==> src/rtl/keypad_scanner.sv <==
`default_nettype none
// ============================================================================
// Module      : keypad_scanner
// Description : Row-scanned 4x4 keypad reader with scan-level debounce and a
//               valid/ready key event output.
// Revision    : 1.0 - initial release
// ============================================================================
module keypad_scanner #(
    parameter int ROWS           = 4,
    parameter int COLS           = 4,
    parameter int DEBOUNCE_SCANS = 4
) (
    input  logic                          clk,
    input  logic                          rst,
    input  logic                          tick,
    output logic [ROWS-1:0]               row_n,
    input  logic [COLS-1:0]               col_n,
    output logic [$clog2(ROWS*COLS)-1:0]  key_code,
    output logic                          key_valid,
    input  logic                          key_ready,
    output logic                          key_held,
    output logic                          overrun
);

    localparam int              c_CODE_W   = $clog2(ROWS*COLS);
    localparam int              c_ROW_W    = (ROWS > 1) ? $clog2(ROWS) : 1;
    localparam int              c_COL_W    = (COLS > 1) ? $clog2(COLS) : 1;
    localparam logic [c_ROW_W-1:0] c_LAST_ROW = c_ROW_W'(ROWS-1);
    localparam logic [ROWS-1:0] c_ROW_ONE  = ROWS'(1);
    localparam logic [3:0]      c_DEB      = 4'(DEBOUNCE_SCANS);

    localparam logic [1:0] c_ST_IDLE     = 2'd0;
    localparam logic [1:0] c_ST_DEBOUNCE = 2'd1;
    localparam logic [1:0] c_ST_PRESSED  = 2'd2;

    logic [COLS-1:0]     r_sync1, r_sync2;
    logic [c_ROW_W-1:0]  r_row;
    logic [ROWS-1:0]     r_row_n;
    logic [1:0]          r_scan_cnt;
    logic [c_CODE_W-1:0] r_scan_first;
    logic [1:0]          r_state;
    logic [c_CODE_W-1:0] r_cand;
    logic [3:0]          r_cnt, r_rcnt;
    logic                r_held;
    logic [c_CODE_W-1:0] r_key_code;
    logic                r_key_valid, r_overrun;

    logic [COLS-1:0]     w_row_hit;
    logic [1:0]          w_row_cnt;
    logic [c_COL_W-1:0]  w_row_col;
    logic [c_CODE_W-1:0] w_row_code;
    logic [1:0]          w_scan_cnt;
    logic [c_CODE_W-1:0] w_scan_first;
    logic [c_ROW_W-1:0]  w_row_next;
    logic                w_close, w_single, w_none;
    logic                w_accept;
    logic [c_CODE_W-1:0] w_accept_code;

    assign row_n     = r_row_n;
    assign key_code  = r_key_code;
    assign key_valid = r_key_valid;
    assign key_held  = r_held;
    assign overrun   = r_overrun;

    always_ff @(posedge clk or negedge rst) begin
        if (!rst) begin
            r_sync1 <= '1;
            r_sync2 <= '1;
        end else begin
            r_sync1 <= col_n;
            r_sync2 <= r_sync1;
        end
    end

    // Lowest pressed column and a 0/1/2+ count for the row being sampled.
    always_comb begin
        w_row_hit = ~r_sync2;
        w_row_cnt = 2'd0;
        w_row_col = '0;
        for (int c = COLS-1; c >= 0; c--) begin
            if (w_row_hit[c_COL_W'(c)]) begin
                w_row_col = c_COL_W'(c);
            end
        end
        for (int c = 0; c < COLS; c++) begin
            if (w_row_hit[c_COL_W'(c)] && (w_row_cnt != 2'd2)) begin
                w_row_cnt = w_row_cnt + 2'd1;
            end
        end
    end

    assign w_row_code = c_CODE_W'(int'(r_row) * COLS + int'(w_row_col));

    always_comb begin
        w_scan_cnt = 2'd2;
        if (r_scan_cnt == 2'd0) begin
            w_scan_cnt = w_row_cnt;
        end else if ((r_scan_cnt == 2'd1) && (w_row_cnt == 2'd0)) begin
            w_scan_cnt = 2'd1;
        end
    end

    assign w_scan_first = (r_scan_cnt == 2'd0) ? w_row_code : r_scan_first;
    assign w_close      = tick && (r_row == c_LAST_ROW);
    assign w_single     = (w_scan_cnt == 2'd1);
    assign w_none       = (w_scan_cnt == 2'd0);
    assign w_row_next   = (r_row == c_LAST_ROW) ? '0 : r_row + c_ROW_W'(1);

    always_ff @(posedge clk or negedge rst) begin
        if (!rst) begin
            r_row        <= '0;
            r_row_n      <= ~c_ROW_ONE;
            r_scan_cnt   <= 2'd0;
            r_scan_first <= '0;
        end else if (tick) begin
            if (w_close) begin
                r_scan_cnt   <= 2'd0;
                r_scan_first <= '0;
            end else begin
                r_scan_cnt   <= w_scan_cnt;
                r_scan_first <= w_scan_first;
            end
            r_row   <= w_row_next;
            r_row_n <= ~(c_ROW_ONE << w_row_next);
        end
    end

    always_comb begin
        w_accept      = 1'b0;
        w_accept_code = r_cand;
        if (w_close) begin
            case (r_state)
                c_ST_IDLE: begin
                    if (w_single && (c_DEB == 4'd1)) begin
                        w_accept      = 1'b1;
                        w_accept_code = w_scan_first;
                    end
                end
                c_ST_DEBOUNCE: begin
                    if (w_single && (w_scan_first == r_cand) && (r_cnt + 4'd1 == c_DEB)) begin
                        w_accept = 1'b1;
                    end
                end
                default: ;
            endcase
        end
    end

    always_ff @(posedge clk or negedge rst) begin
        if (!rst) begin
            r_state <= c_ST_IDLE;
            r_cand  <= '0;
            r_cnt   <= 4'd0;
            r_rcnt  <= 4'd0;
            r_held  <= 1'b0;
        end else if (w_close) begin
            case (r_state)
                c_ST_IDLE: begin
                    if (w_single) begin
                        r_cand <= w_scan_first;
                        if (c_DEB == 4'd1) begin
                            r_state <= c_ST_PRESSED;
                            r_held  <= 1'b1;
                            r_cnt   <= 4'd0;
                            r_rcnt  <= 4'd0;
                        end else begin
                            r_state <= c_ST_DEBOUNCE;
                            r_cnt   <= 4'd1;
                        end
                    end
                end
                c_ST_DEBOUNCE: begin
                    if (w_single && (w_scan_first == r_cand)) begin
                        if (r_cnt + 4'd1 == c_DEB) begin
                            r_state <= c_ST_PRESSED;
                            r_held  <= 1'b1;
                            r_cnt   <= 4'd0;
                            r_rcnt  <= 4'd0;
                        end else begin
                            r_cnt <= r_cnt + 4'd1;
                        end
                    end else begin
                        r_state <= c_ST_IDLE;
                        r_cnt   <= 4'd0;
                    end
                end
                c_ST_PRESSED: begin
                    // Any key activity restarts the release count: no rollover.
                    if (w_none) begin
                        if (r_rcnt + 4'd1 == c_DEB) begin
                            r_state <= c_ST_IDLE;
                            r_held  <= 1'b0;
                            r_rcnt  <= 4'd0;
                        end else begin
                            r_rcnt <= r_rcnt + 4'd1;
                        end
                    end else begin
                        r_rcnt <= 4'd0;
                    end
                end
                default: begin
                    r_state <= c_ST_IDLE;
                end
            endcase
        end
    end

    // A transfer in the same cycle frees the slot for the new event.
    always_ff @(posedge clk or negedge rst) begin
        if (!rst) begin
            r_key_code  <= '0;
            r_key_valid <= 1'b0;
            r_overrun   <= 1'b0;
        end else begin
            if (w_accept && (!r_key_valid || key_ready)) begin
                r_key_code  <= w_accept_code;
                r_key_valid <= 1'b1;
            end else if (r_key_valid && key_ready) begin
                r_key_valid <= 1'b0;
            end
            if (w_accept && r_key_valid && !key_ready) begin
                r_overrun <= 1'b1;
            end
        end
    end

endmodule
`default_nettype wire

==> config.mk <==
export PLATFORM = sky130hd
export DESIGN_NAME = keypad_scanner
export DESIGN_NICKNAME = d
export VERILOG_FILES = /design/src/rtl/keypad_scanner.sv
export SDC_FILE = /design/constraint.sdc
export NUM_CORES = 1
export LEC_CHECK = 0
export CELL_PAD_IN_SITES_DETAIL_PLACEMENT = 2
export CELL_PAD_IN_SITES_GLOBAL_PLACEMENT = 2
export CORE_MARGIN = 2
export CORE_UTILIZATION = 30
export DETAILED_ROUTE_END_ITERATION = 8
export GPL_TIMING_DRIVEN = 0
export PLACE_DENSITY_LB_ADDON = 0.08
export SYNTH_ARGS = -nofsm -noshare
export SYNTH_HDL_FRONTEND = slang
export SYNTH_SLANG_ARGS = --single-unit
==> constraint.sdc <==
create_clock -name clk -period 3.11 [get_ports clk]
set_input_delay 0.7775 -clock clk [delete_from_list [all_inputs] [get_ports clk]]
set_output_delay 0.7775 -clock clk [all_outputs]
set_load 0.01 [all_outputs]
==> flow_summary.json <==
{
  "cts_setup_buffers": 0,
  "vdd_ir_drop_max_mv": 0.273,
  "synth.most_common_cell": "dfrtp_1",
  "power.leakage_nw": 1.11,
  "yosys.area_share.simple_pct": 19.6,
  "synthTopCellsByArea": "dfrtp_1, dfstp_2, ha_1",
  "rows": 30,
  "period_share_pct": 81.6,
  "cts.path.max_buffers": 2,
  "cp-endpoint": "r_rcnt[1]$_DFFE_PN0P_",
  "hold_class": "register to register",
  "cts_sinks": 37,
  "port_buffers": 15,
  "async_flop_share_pct": 100,
  "areaGrowthSynthToFinish_pct": 17.8,
  "synthAdderAreaFrac_pct": 6.69,
  "whs_path_depth": 0,
  "cp_max_fo": 6,
  "maxCapViolCount": 0,
  "synth_compound_area_share_pct": 18.8,
  "syn_nets": 216,
  "die_w_um": 86.8,
  "post_drt_wl_per_cell_um": 17.6,
  "final-hold-violation-count": 0,
  "drive_gt1_share_pct": 14.5,
  "r2r-start": "r_sync2[0]$_DFF_PN1_",
  "die_h_um": 86.8,
  "ff2ff_path_depth": 7,
  "cts_max_level": 2,
  "arrival_ps": 2710,
  "skew_ps": 9.66,
  "synth_top_area_share_pct": 36.5,
  "p_switching_mw": 0.653,
  "end_kind": "register",
  "rrSetupSlack_ps": 570,
  "gr-total-overflow": 0,
  "max_freq_ghz": 0.394,
  "clk_latency_ps": 290,
  "slew_viol_final": 0,
  "antenna_left": 0,
  "p_comb_share_pct": 33.7,
  "synth.yosys.warnings": 0,
  "path_clk_slew_ps": 80,
  "via_per_inst": 5.28,
  "powerDensity_nw_per_um2": 720,
  "nNetsFinal": 238,
  "drt_wl_total_um": 5290,
  "synth_area_um2": 2060,
  "grt_max_degree": 38,
  "post-route-min-period_ps": 2540,
  "cts_buffers": 5,
  "diodes": 0,
  "grt_pass1_vias": 1746,
  "power.internal_mw": 1.09,
  "initial_core_util_pct": 30.6,
  "tns_ps": 0,
  "ys_ff_latch": 37,
  "synth_ff_type": "dfrtp_1",
  "start_kind": "register",
  "synth.distinct_cells": 58,
  "relSlewSlack_pct": 42.0,
  "place.detailed.hpwl_um": 3970,
  "root_buffer": "clkbuf_8",
  "worstMarginPinSlew_ps": 870,
  "cts-resized-gates": 0,
  "gr-usage-all-layers_pct": 15.4,
  "synth_top_cell_by_area": "dfrtp_1",
  "synth.avg_cell_area_um2": 10.4,
  "top_level_ports": 19,
  "drc_errors": 0,
  "die_area_um2": 7540,
  "status": "finished, final reports clean",
  "first_pass_iters": 4,
  "gp_congestion": 0.769,
  "sw_frac_of_total_pct": 37.4,
  "share_seq_of_total_power_pct": 40.9,
  "coreArea_um2": 6720,
  "synth_edf_count": 0,
  "required_ps": 3280,
  "antenna_found_initial": 0,
  "synth_xor_area_share_pct": 0.426,
  "synthTopCellsByCount": "dfrtp_1, nand2_1, inv_1, nor2_1, ha_1",
  "setup-violations-final": 0,
  "crit_type": "register to register",
  "r2r_end": "r_rcnt[1]$_DFFE_PN0P_",
  "grt_setup_unrepaired": "no",
  "startpoint": "r_sync2[0]$_DFF_PN1_",
  "synth_mux_area_share_pct": 5.35,
  "ctsHoldBuffers": 0,
  "via_count": 1583,
  "synth_top_family_by_area": "simple AND/OR/NAND/NOR gates",
  "yosysSeqAreaShare_pct": 45.4,
  "grt_pass1_wl_um": 9010,
  "first_iter_violations": 31,
  "netlist_instances": 197,
  "power.share.clock_pct": 25.3,
  "power_mw": 1.74,
  "cts_tree": "done"
}
[critical path, stage by stage (launching register included)]
cell and delay [ps]:
dfstp_2 580, inv_1 70, ha_1 310, or3b_4 400, a21oi_4 210, o2111a_4 310, nand4_2 210, a32o_1 350
[power by group through the flow]
stage | Sequential, mW | Combinational [mW] | Clock [mW]
after floorplan | 0.698 | 0.391 | 0
after global placement | 0.714 | 0.570 | 0
after detailed placement | 0.728 | 0.593 | 0
after CTS | 0.718 | 0.597 | 0.456
after global routing | 0.737 | 0.653 | 0.478
final | 0.714 | 0.588 | 0.442
[cell usage in the layout (no fill, tap or decap), types with 3 or more instances in the layout]
cell type	n
o22ai_1	3
clkbuf_8	6
o21ai_1	3
nand3_1	6
dfstp_2	7
o21ai_0	8
dfrtp_1	30
nand2_1	17
inv_1	14
ha_1	11
clkdlybuf4s50_1	14
nor3_1	3
a21oi_1	8
nand2b_1	3
mux2_4	4
a21boi_0	3
mux2i_1	5
o31ai_1	3
nor2_1	13
nor2b_1	6
and3b_1	3
[per-layer routing]
layer	global-route usage (%)	share of wire (%)	wire length (um)
met5	0	0	0
met4	4.40	1.5	77
met3	2.95	2.1	110
met2	26.5	51	2670
met1	19.5	46	2430
[kinds of logic (layout without fill, tap and decap cells)]
kind of cell | Yosys count | after routing
DFF | 37 | 37
adders and majority gates | 11 | 11
buffers and inverters | 18 | 41
xor gates and xnor gates | 1 | 1
muxes | 9 | 9
and+or+nand+nor | 70 | 70
AOI/OAI and AO/OA | 51 | 51
[cell type report]
class / instances / area [um^2]
Sequential cell: 37 / 935
Tap cell: 80 / 100
Timing Repair Buffer: 15 / 145
Inverter: 14 / 52.6
Buffer: 4 / 23.8
Clock inverter: 2 / 37.5
Clock buffer: 6 / 82.6
Fill cell: 740 / 4300
Multi-Input combinational cell: 142 / 1050
[registers in the layout, summed over array words and instances (netlist names)]
| signal | flops |
|---|---|
| key_valid | 1 |
| overrun | 1 |
| r_cand | 4 |
| key_code | 4 |
| r_scan_cnt | 2 |
| r_sync2 | 2 |
| r_rcnt | 4 |
| key_held | 1 |
| r_row | 2 |
| r_scan_first | 4 |
| r_state | 2 |
| row_n | 4 |
| r_cnt | 4 |
| r_sync1 | 2 |
[through the flow]
step           std cells  area, um^2  worst slack (ps)  hold slack, ps  utilization [%]
2_1_floorplan        197        2060               829             345                -
3_3_place_gp         292        2310               346             346             34.4
3_5_place_dp         292        2300               573             348             34.3
4_1_cts              300        2420               554             361             36.1
5_1_grt              300        2420               437             369             36.1
6_report             300        2420               573             361             36.1
[worst min-delay path by stage]
stage / start / to / slack (ps)
2_1_floorplan: r_sync1[0]$_DFF_PN1_ / r_sync2[0]$_DFF_PN1_ / 350
3_3_place_gp: r_sync1[1]$_DFF_PN1_ / r_sync2[1]$_DFF_PN1_ / 350
3_5_place_dp: r_sync1[0]$_DFF_PN1_ / r_sync2[0]$_DFF_PN1_ / 350
4_1_cts: r_sync1[1]$_DFF_PN1_ / r_sync2[1]$_DFF_PN1_ / 360
5_1_grt: r_sync1[1]$_DFF_PN1_ / r_sync2[1]$_DFF_PN1_ / 370
6_report: r_sync1[1]$_DFF_PN1_ / r_sync2[1]$_DFF_PN1_ / 360
No activity file was read; power rests on OpenSTA's default activity.
